`src/rtl/dds_param_ctrl.sv`:
```
`default_nettype none
// ============================================================================
// Module   : dds_param_ctrl
// Purpose  : User-input front end of the DDS board. Synchronizes and
//            debounces four active-low push keys and maintains the waveform
//            parameters (waveform select, frequency in Hz, amplitude code)
//            that feed both the DDS core and the 7-segment display block.
//            A one-cycle strobe follows every actual parameter change.
// Ports    : clk        - system clock (50 MHz)
//            rst_n      - asynchronous active-low reset
//            key[3:0]   - raw active-low keys, asynchronous to clk
//                         [0] wave cycle, [1] freq up, [2] freq down,
//                         [3] amplitude cycle
//            wave_sel   - waveform select code 0..3
//            wave_freq  - output frequency in Hz
//            wave_a     - amplitude code 0..3
//            param_upd  - single-cycle pulse after any output value changes
// Options  : `define DDS_PARAM_CTRL_AUTO_REPEAT_EN to enable hold-to-repeat
//            on the frequency keys (adds REP_DLY / REP_PER parameters).
// Revision : 1.0 - initial release
// ============================================================================
module dds_param_ctrl #(
  parameter int DEB_CYC   = 1000000,
  parameter int FREQ_INIT = 500,
  parameter int FREQ_MIN  = 500,
  parameter int FREQ_MAX  = 999500,
`ifdef DDS_PARAM_CTRL_AUTO_REPEAT_EN
  parameter int FREQ_STEP = 500,
  parameter int REP_DLY   = 25000000,
  parameter int REP_PER   = 5000000
`else
  parameter int FREQ_STEP = 500
`endif
) (
  input  logic        clk,
  input  logic        rst_n,
  input  logic [3:0]  key,
  output logic [1:0]  wave_sel,
  output logic [19:0] wave_freq,
  output logic [1:0]  wave_a,
  output logic        param_upd
);

  // Debounce counter only has to hold 0..DEB_CYC-1.
  localparam int DCW = (DEB_CYC > 1) ? $clog2(DEB_CYC) : 1;

  // Frequency arithmetic is done in 21 bits so that the up-step can be
  // checked against the ceiling without wrapping.
  localparam logic [20:0] C_STEP21     = 21'(FREQ_STEP);
  localparam logic [20:0] C_MAX21      = 21'(FREQ_MAX);
  localparam logic [20:0] C_DN_LIMIT21 = 21'(FREQ_MIN + FREQ_STEP);
  localparam logic [19:0] C_STEP       = 20'(FREQ_STEP);
  localparam logic [19:0] C_MIN        = 20'(FREQ_MIN);
  localparam logic [19:0] C_MAX        = 20'(FREQ_MAX);
  localparam logic [19:0] C_INIT       = 20'(FREQ_INIT);

  // --------------------------------------------------------------------------
  // Two-flop synchronizer; released (high) level during reset.
  // --------------------------------------------------------------------------
  logic [3:0] key_meta_q;
  logic [3:0] key_sync_q;

  always_ff @(posedge clk or negedge rst_n) begin
    if (!rst_n) begin
      key_meta_q <= 4'hF;
      key_sync_q <= 4'hF;
    end else begin
      key_meta_q <= key;
      key_sync_q <= key_meta_q;
    end
  end

  // --------------------------------------------------------------------------
  // Per-key debounce. The stable level follows the synced level only after
  // DEB_CYC consecutive disagreeing samples; a single agreeing sample clears
  // the count. The press pulse is registered on the same edge the stable
  // level falls, so it is high during the following cycle.
  // --------------------------------------------------------------------------
  logic [3:0] stable_w;
  logic [3:0] press_w;

  for (genvar i = 0; i < 4; i++) begin : g_deb
    logic [DCW-1:0] cnt_q;
    logic           stable_q;
    logic           press_q;

    always_ff @(posedge clk or negedge rst_n) begin
      if (!rst_n) begin
        cnt_q    <= '0;
        stable_q <= 1'b1;
        press_q  <= 1'b0;
      end else begin
        press_q <= 1'b0;
        if (key_sync_q[i] == stable_q) begin
          cnt_q <= '0;
        end else if (cnt_q == DCW'(DEB_CYC - 1)) begin
          cnt_q    <= '0;
          stable_q <= key_sync_q[i];
          // Only the 1->0 transition is a press; releases are ignored.
          press_q  <= ~key_sync_q[i];
        end else begin
          cnt_q <= cnt_q + 1'b1;
        end
      end
    end

    assign stable_w[i] = stable_q;
    assign press_w[i]  = press_q;
  end

  // --------------------------------------------------------------------------
  // Event vector: presses, plus hold-to-repeat events on the frequency keys
  // when the option is built in.
  // --------------------------------------------------------------------------
  logic [3:0] ev_w;

`ifdef DDS_PARAM_CTRL_AUTO_REPEAT_EN
  localparam int HMAX = (REP_DLY > REP_PER) ? REP_DLY : REP_PER;
  localparam int HW   = (HMAX > 1) ? $clog2(HMAX) : 1;

  logic [2:1] rep_w;

  // First repeat after REP_DLY cycles of stable hold, then every REP_PER.
  // phase_q distinguishes the initial delay from the periodic interval.
  for (genvar i = 1; i < 3; i++) begin : g_rep
    logic [HW-1:0] hold_q;
    logic          phase_q;
    logic          rep_q;

    always_ff @(posedge clk or negedge rst_n) begin
      if (!rst_n) begin
        hold_q  <= '0;
        phase_q <= 1'b0;
        rep_q   <= 1'b0;
      end else if (stable_w[i]) begin
        hold_q  <= '0;
        phase_q <= 1'b0;
        rep_q   <= 1'b0;
      end else if ((!phase_q && hold_q == HW'(REP_DLY - 1)) ||
                   ( phase_q && hold_q == HW'(REP_PER - 1))) begin
        hold_q  <= '0;
        phase_q <= 1'b1;
        rep_q   <= 1'b1;
      end else begin
        hold_q  <= hold_q + 1'b1;
        rep_q   <= 1'b0;
      end
    end

    assign rep_w[i] = rep_q;
  end

  assign ev_w = press_w | {1'b0, rep_w, 1'b0};
`else
  // Stable levels are only consumed by the repeat logic.
  logic unused_stable_w;
  assign unused_stable_w = ^stable_w;
  assign ev_w = press_w;
`endif

  // --------------------------------------------------------------------------
  // Parameter registers
  // --------------------------------------------------------------------------
  logic [1:0]  sel_q,  sel_d;
  logic [19:0] freq_q, freq_d;
  logic [1:0]  amp_q,  amp_d;
  logic        upd_q;

  logic [20:0] freq_up21_w;
  logic [19:0] freq_up_w;
  logic [19:0] freq_dn_w;
  logic        changed_w;

  assign freq_up21_w = {1'b0, freq_q} + C_STEP21;
  assign freq_up_w   = (freq_up21_w > C_MAX21) ? C_MAX : freq_up21_w[19:0];
  // Compare before subtracting so the result can never wrap below zero.
  assign freq_dn_w   = ({1'b0, freq_q} >= C_DN_LIMIT21) ? (freq_q - C_STEP) : C_MIN;

  always_comb begin
    sel_d  = sel_q;
    amp_d  = amp_q;
    freq_d = freq_q;
    if (ev_w[0]) begin
      sel_d = sel_q + 2'd1;
    end
    if (ev_w[3]) begin
      amp_d = amp_q + 2'd1;
    end
    // Up and down together cancel.
    if (ev_w[1] && !ev_w[2]) begin
      freq_d = freq_up_w;
    end else if (ev_w[2] && !ev_w[1]) begin
      freq_d = freq_dn_w;
    end
  end

  // Saturated steps leave the value unchanged and therefore raise no strobe.
  assign changed_w = (sel_d != sel_q) || (amp_d != amp_q) || (freq_d != freq_q);

  always_ff @(posedge clk or negedge rst_n) begin
    if (!rst_n) begin
      sel_q  <= 2'd0;
      freq_q <= C_INIT;
      amp_q  <= 2'd0;
      upd_q  <= 1'b0;
    end else begin
      sel_q  <= sel_d;
      freq_q <= freq_d;
      amp_q  <= amp_d;
      upd_q  <= changed_w;
    end
  end

  assign wave_sel  = sel_q;
  assign wave_freq = freq_q;
  assign wave_a    = amp_q;
  assign param_upd = upd_q;

endmodule
`default_nettype wire

```
`config.mk`:
```
export PLATFORM = sky130hd
export DESIGN_NAME = dds_param_ctrl
export DESIGN_NICKNAME = d
export VERILOG_FILES = /design/src/rtl/dds_param_ctrl.sv
export SDC_FILE = /design/constraint.sdc
export NUM_CORES = 1
export LEC_CHECK = 0
export CORE_MARGIN = 1.5
export CORE_UTILIZATION = 55
export DETAILED_ROUTE_END_ITERATION = 10
export PLACE_DENSITY = 0.76
export SLEW_MARGIN = 20
export SYNTH_ARGS = -nofsm -noshare
export SYNTH_HDL_FRONTEND = slang
export SYNTH_SLANG_ARGS = --single-unit
```
`constraint.sdc`:
```
create_clock -name clk -period 4.29 [get_ports clk]
set_input_delay 0.429 -clock clk [delete_from_list [all_inputs] [get_ports clk]]
set_output_delay 0.429 -clock clk [all_outputs]
set_load 0.02 [all_outputs]
```
==> flow_metrics.tcl <==
set metrics [dict create \
    cts_root_buf "clkbuf_16" \
    r2r_setup_slack_ns 0.71 \
    post_route_cells_drive_above_1_share 0.109 \
    synth.yosys.seq_area_share 0.450 \
    timing.final.ws_setup_ns 0.708 \
    post_layout_nonfiller_instances 930 \
    postSynthNetCount 754 \
    htreeDepth 4 \
    clk_transition_reported_paths_ns 0.05 \
    power_density_nw_per_um2 349 \
    achievable-frequency_mhz 279 \
    drc 0 \
    post_synth_num_cell_types 76 \
    final_min_period_over_clock_period 0.835 \
    synth_async_sr_flop_share 1.00 \
    worst-endpoint-required_ns 4.57 \
    io_pins 31 \
    totalWireLength_um 16700 \
    antenna-diode-count 0 \
    ff2ff_path_depth 11 \
    status "complete, no violations" \
    cp_max_fo 16 \
    overall_die_area_um2 13000 \
    synth_area_leaders "dfrtp_1, dfstp_2, nor2_1" \
    timing.hold.ws_ns 0.102 \
    grt_remaining_overflow 0 \
    r2r-end "param_upd" \
    mappedNetlistArea_um2 6780 \
    cts_resized 0 \
    placement.setup.worst_slack_ns 0.723 \
    worstSetupStartpointType "flip-flop" \
    core_um2 12000 \
    rr_startpoint "wave_freq[2]" \
    avgViaCountPerCell 6.16 \
    post-cts-setup-buffers 0 \
    dp.final_hpwl_um 11700 \
    cts_hold_buf 0 \
    grt_setup_unrepaired "false" \
    final.setup.tns_ns 0 \
    drv_cap 0 \
    postSynth.topFlopCell "dfrtp_1" \
    io_buffers 30 \
    yosys.area.top_type_share 0.380 \
    clockBufferDepth 2 \
    row_count 40 \
    finalSetupViolations 0 \
    timing_worst_setup_path_type "flip-flop to flip-flop" \
    ys.warnings.count 0 \
    max_slew.worst_pin.slew_ns 0.831 \
    class_of_the_tightest_hold_or_removal_check "input port to async pin" \
    fin_skew_ns 0.00668 \
    slew_viol_final 0 \
    mean_syn_cell_area_um2 9.16 \
    grt_max_degree 67 \
    initial_core_util 0.565 \
    grt_pass1_vias 5579 \
    fp.dieH_um 114 \
    final_min_period_ns 3.58 \
    postRouteAntennaNets 0 \
    numPlacedInstances 898 \
    p_leak_nw 3.30 \
    arrival_ns 3.86 \
    worstSetupEndpointType "flip-flop" \
    drtIter0Drc 543 \
    place_congestion 0.977 \
    cts_sinks 121 \
    tritoncts_clock_tree "done" \
    number_of_antenna_violations_at_the_first_check_in_global_routing 0 \
    final_power_w 0.00274 \
    clock_latency_ns 0.42 \
    dr_total_vias 5726 \
    die_w_um 114 \
    firstDrtPassIters 7 \
    slew_headroom 0.446 \
    flow.area_growth_from_synthesis_pct 15.4 \
    synth_enable_flop_cells 0 \
    grt_util_all_layers 0.277 \
    postSynthRegisterBits 121 \
    vdd_ir_drop_max_v 0.000380 \
    synth_top_area_cell "dfrtp_1" \
    wire_length_of_the_first_global_routing_pass_um 28000 \
    hold_viol_final 0 \
    layout.nets 783 \
    syn_inst 741 \
    routedWlPerCell_um 18.0 \
    cts-buffers-inserted 17 \
]
## Yosys cell counts (3+ instances only)
library cell  instances
nand2_1              60
ha_1                  7
o32ai_1               4
xor2_1               39
and2_1                7
mux2_2                4
nor3b_1               8
nor4_1               10
a21oi_1              29
and3_1               28
dfstp_2              18
nand4_1              14
nor3_1               12
nor4b_1               3
a211oi_1              4
inv_1                17
and4b_1               3
or2_2                 4
nand2b_1              4
xnor2_1              45
o22ai_1               6
buf_4                 3
and4_1                3
dfrtp_1             103
nand3_1              45
or4_1                 3
a221oi_1              3
buf_2                 4
a31oi_1               3
o21ai_0              39
nor2_1              115
or3_1                21
o21a_1                3
clkbuf_1             21
## worst max-delay path: stages, from the launching register on
cell,delay [ns]
dfstp_2,0.74
ha_1,0.33
or3_1,0.21
o41ai_2,0.10
or3_1,0.38
a221oi_4,0.34
a41oi_2,0.18
o22ai_2,0.17
o21ai_2,0.13
or3_1,0.41
a2111oi_2,0.31
nand4_1,0.14
## metal layers
metal,vias to the layer above,share of wire,track usage
li1,2676,-,-
met1,2810,0.41,0.359
met2,209,0.50,0.456
met3,31,0.063,0.0540
met4,0,0.025,0.120
met5,-,0,0
## flip-flops by register name, summed over array words and instances, names as in the netlist, 2 cells and up
register and cells:
g_deb.cnt_q 80, wave_a 2, wave_freq 20, key_meta_q 4
key_sync_q 4, g_deb.stable_q 4, wave_sel 2, g_deb.press_q 4
## report_power, final
group	total, W	switching (W)	internal (W)
combinational	0.0000551	0.0000404	0.0000147
sequential	0.00117	0.0000117	0.00116
clock	0.00151	0.000511	0.000998
total	0.00274	0.000563	0.00217
## through the flow
stage                      util  cell area (µm²)
after CTS                 0.652             7830
after floorplan               -             6780
after detailed placement  0.600             7200
after global routing      0.652             7830
after global placement    0.600             7200
final                     0.652             7830
## cell usage in the layout, fill, tap and decap left out, types with 4 or more instances in the layout
master / netlist / layout
a211oi_1: 4 / 4
a21oi_1: 29 / 29
and2_1: 7 / 7
and3_1: 28 / 28
buf_4: 3 / 13
bufinv_16: 0 / 4
clkbuf_16: 0 / 17
clkdlybuf4s50_1: 0 / 29
clkinv_2: 0 / 4
dfrtp_1: 103 / 103
dfstp_2: 18 / 18
ha_1: 7 / 7
inv_1: 17 / 17
mux2_2: 4 / 4
nand2_1: 60 / 60
nand2b_1: 4 / 4
nand3_1: 45 / 45
nand4_1: 14 / 14
nor2_1: 115 / 115
nor3_1: 12 / 12
nor3b_1: 8 / 8
nor4_1: 10 / 10
o21ai_0: 39 / 39
o22ai_1: 6 / 6
o32ai_1: 4 / 4
or2_2: 4 / 4
or3_1: 21 / 21
xnor2_1: 45 / 45
xor2_1: 39 / 39
## cell type report
cell class	instances	area [µm²]
well taps	147	184
inverters	17	63.8
flip-flops and latches	121	3050
multi-input cells	571	3520
fillers	953	4180
clock buffers	20	457
repair buffers	42	388
clock inverters	12	171
## worst max-delay path by stage
stage	from	to	slack [ns]	depth (start not counted)
finish	wave_freq[2]	param_upd	0.71	11
global route	wave_freq[2]	param_upd	0.47	11
CTS	wave_freq[2]	param_upd	0.70	11
detailed placement	wave_freq[2]	param_upd	0.72	11
global placement	wave_freq[2]	param_upd	0.81	11
floorplan	wave_freq[3]	param_upd	0.98	11
## cells by family (layout without fill, tap and decap cells)
kind of cell,Yosys count,count (layout),synth area share
adder cells (fa/ha/maj),7,7,0.0129
AO/OA/AOI/OAI,124,124,0.129
XOR/XNOR,84,84,0.108
flip-flops,121,121,0.450
AND/OR/NAND/NOR,351,351,0.260
multiplexers,5,5,0.00811
buffers and inverters,49,91,0.0319
Note: power is estimated with default switching activity, not from simulation.
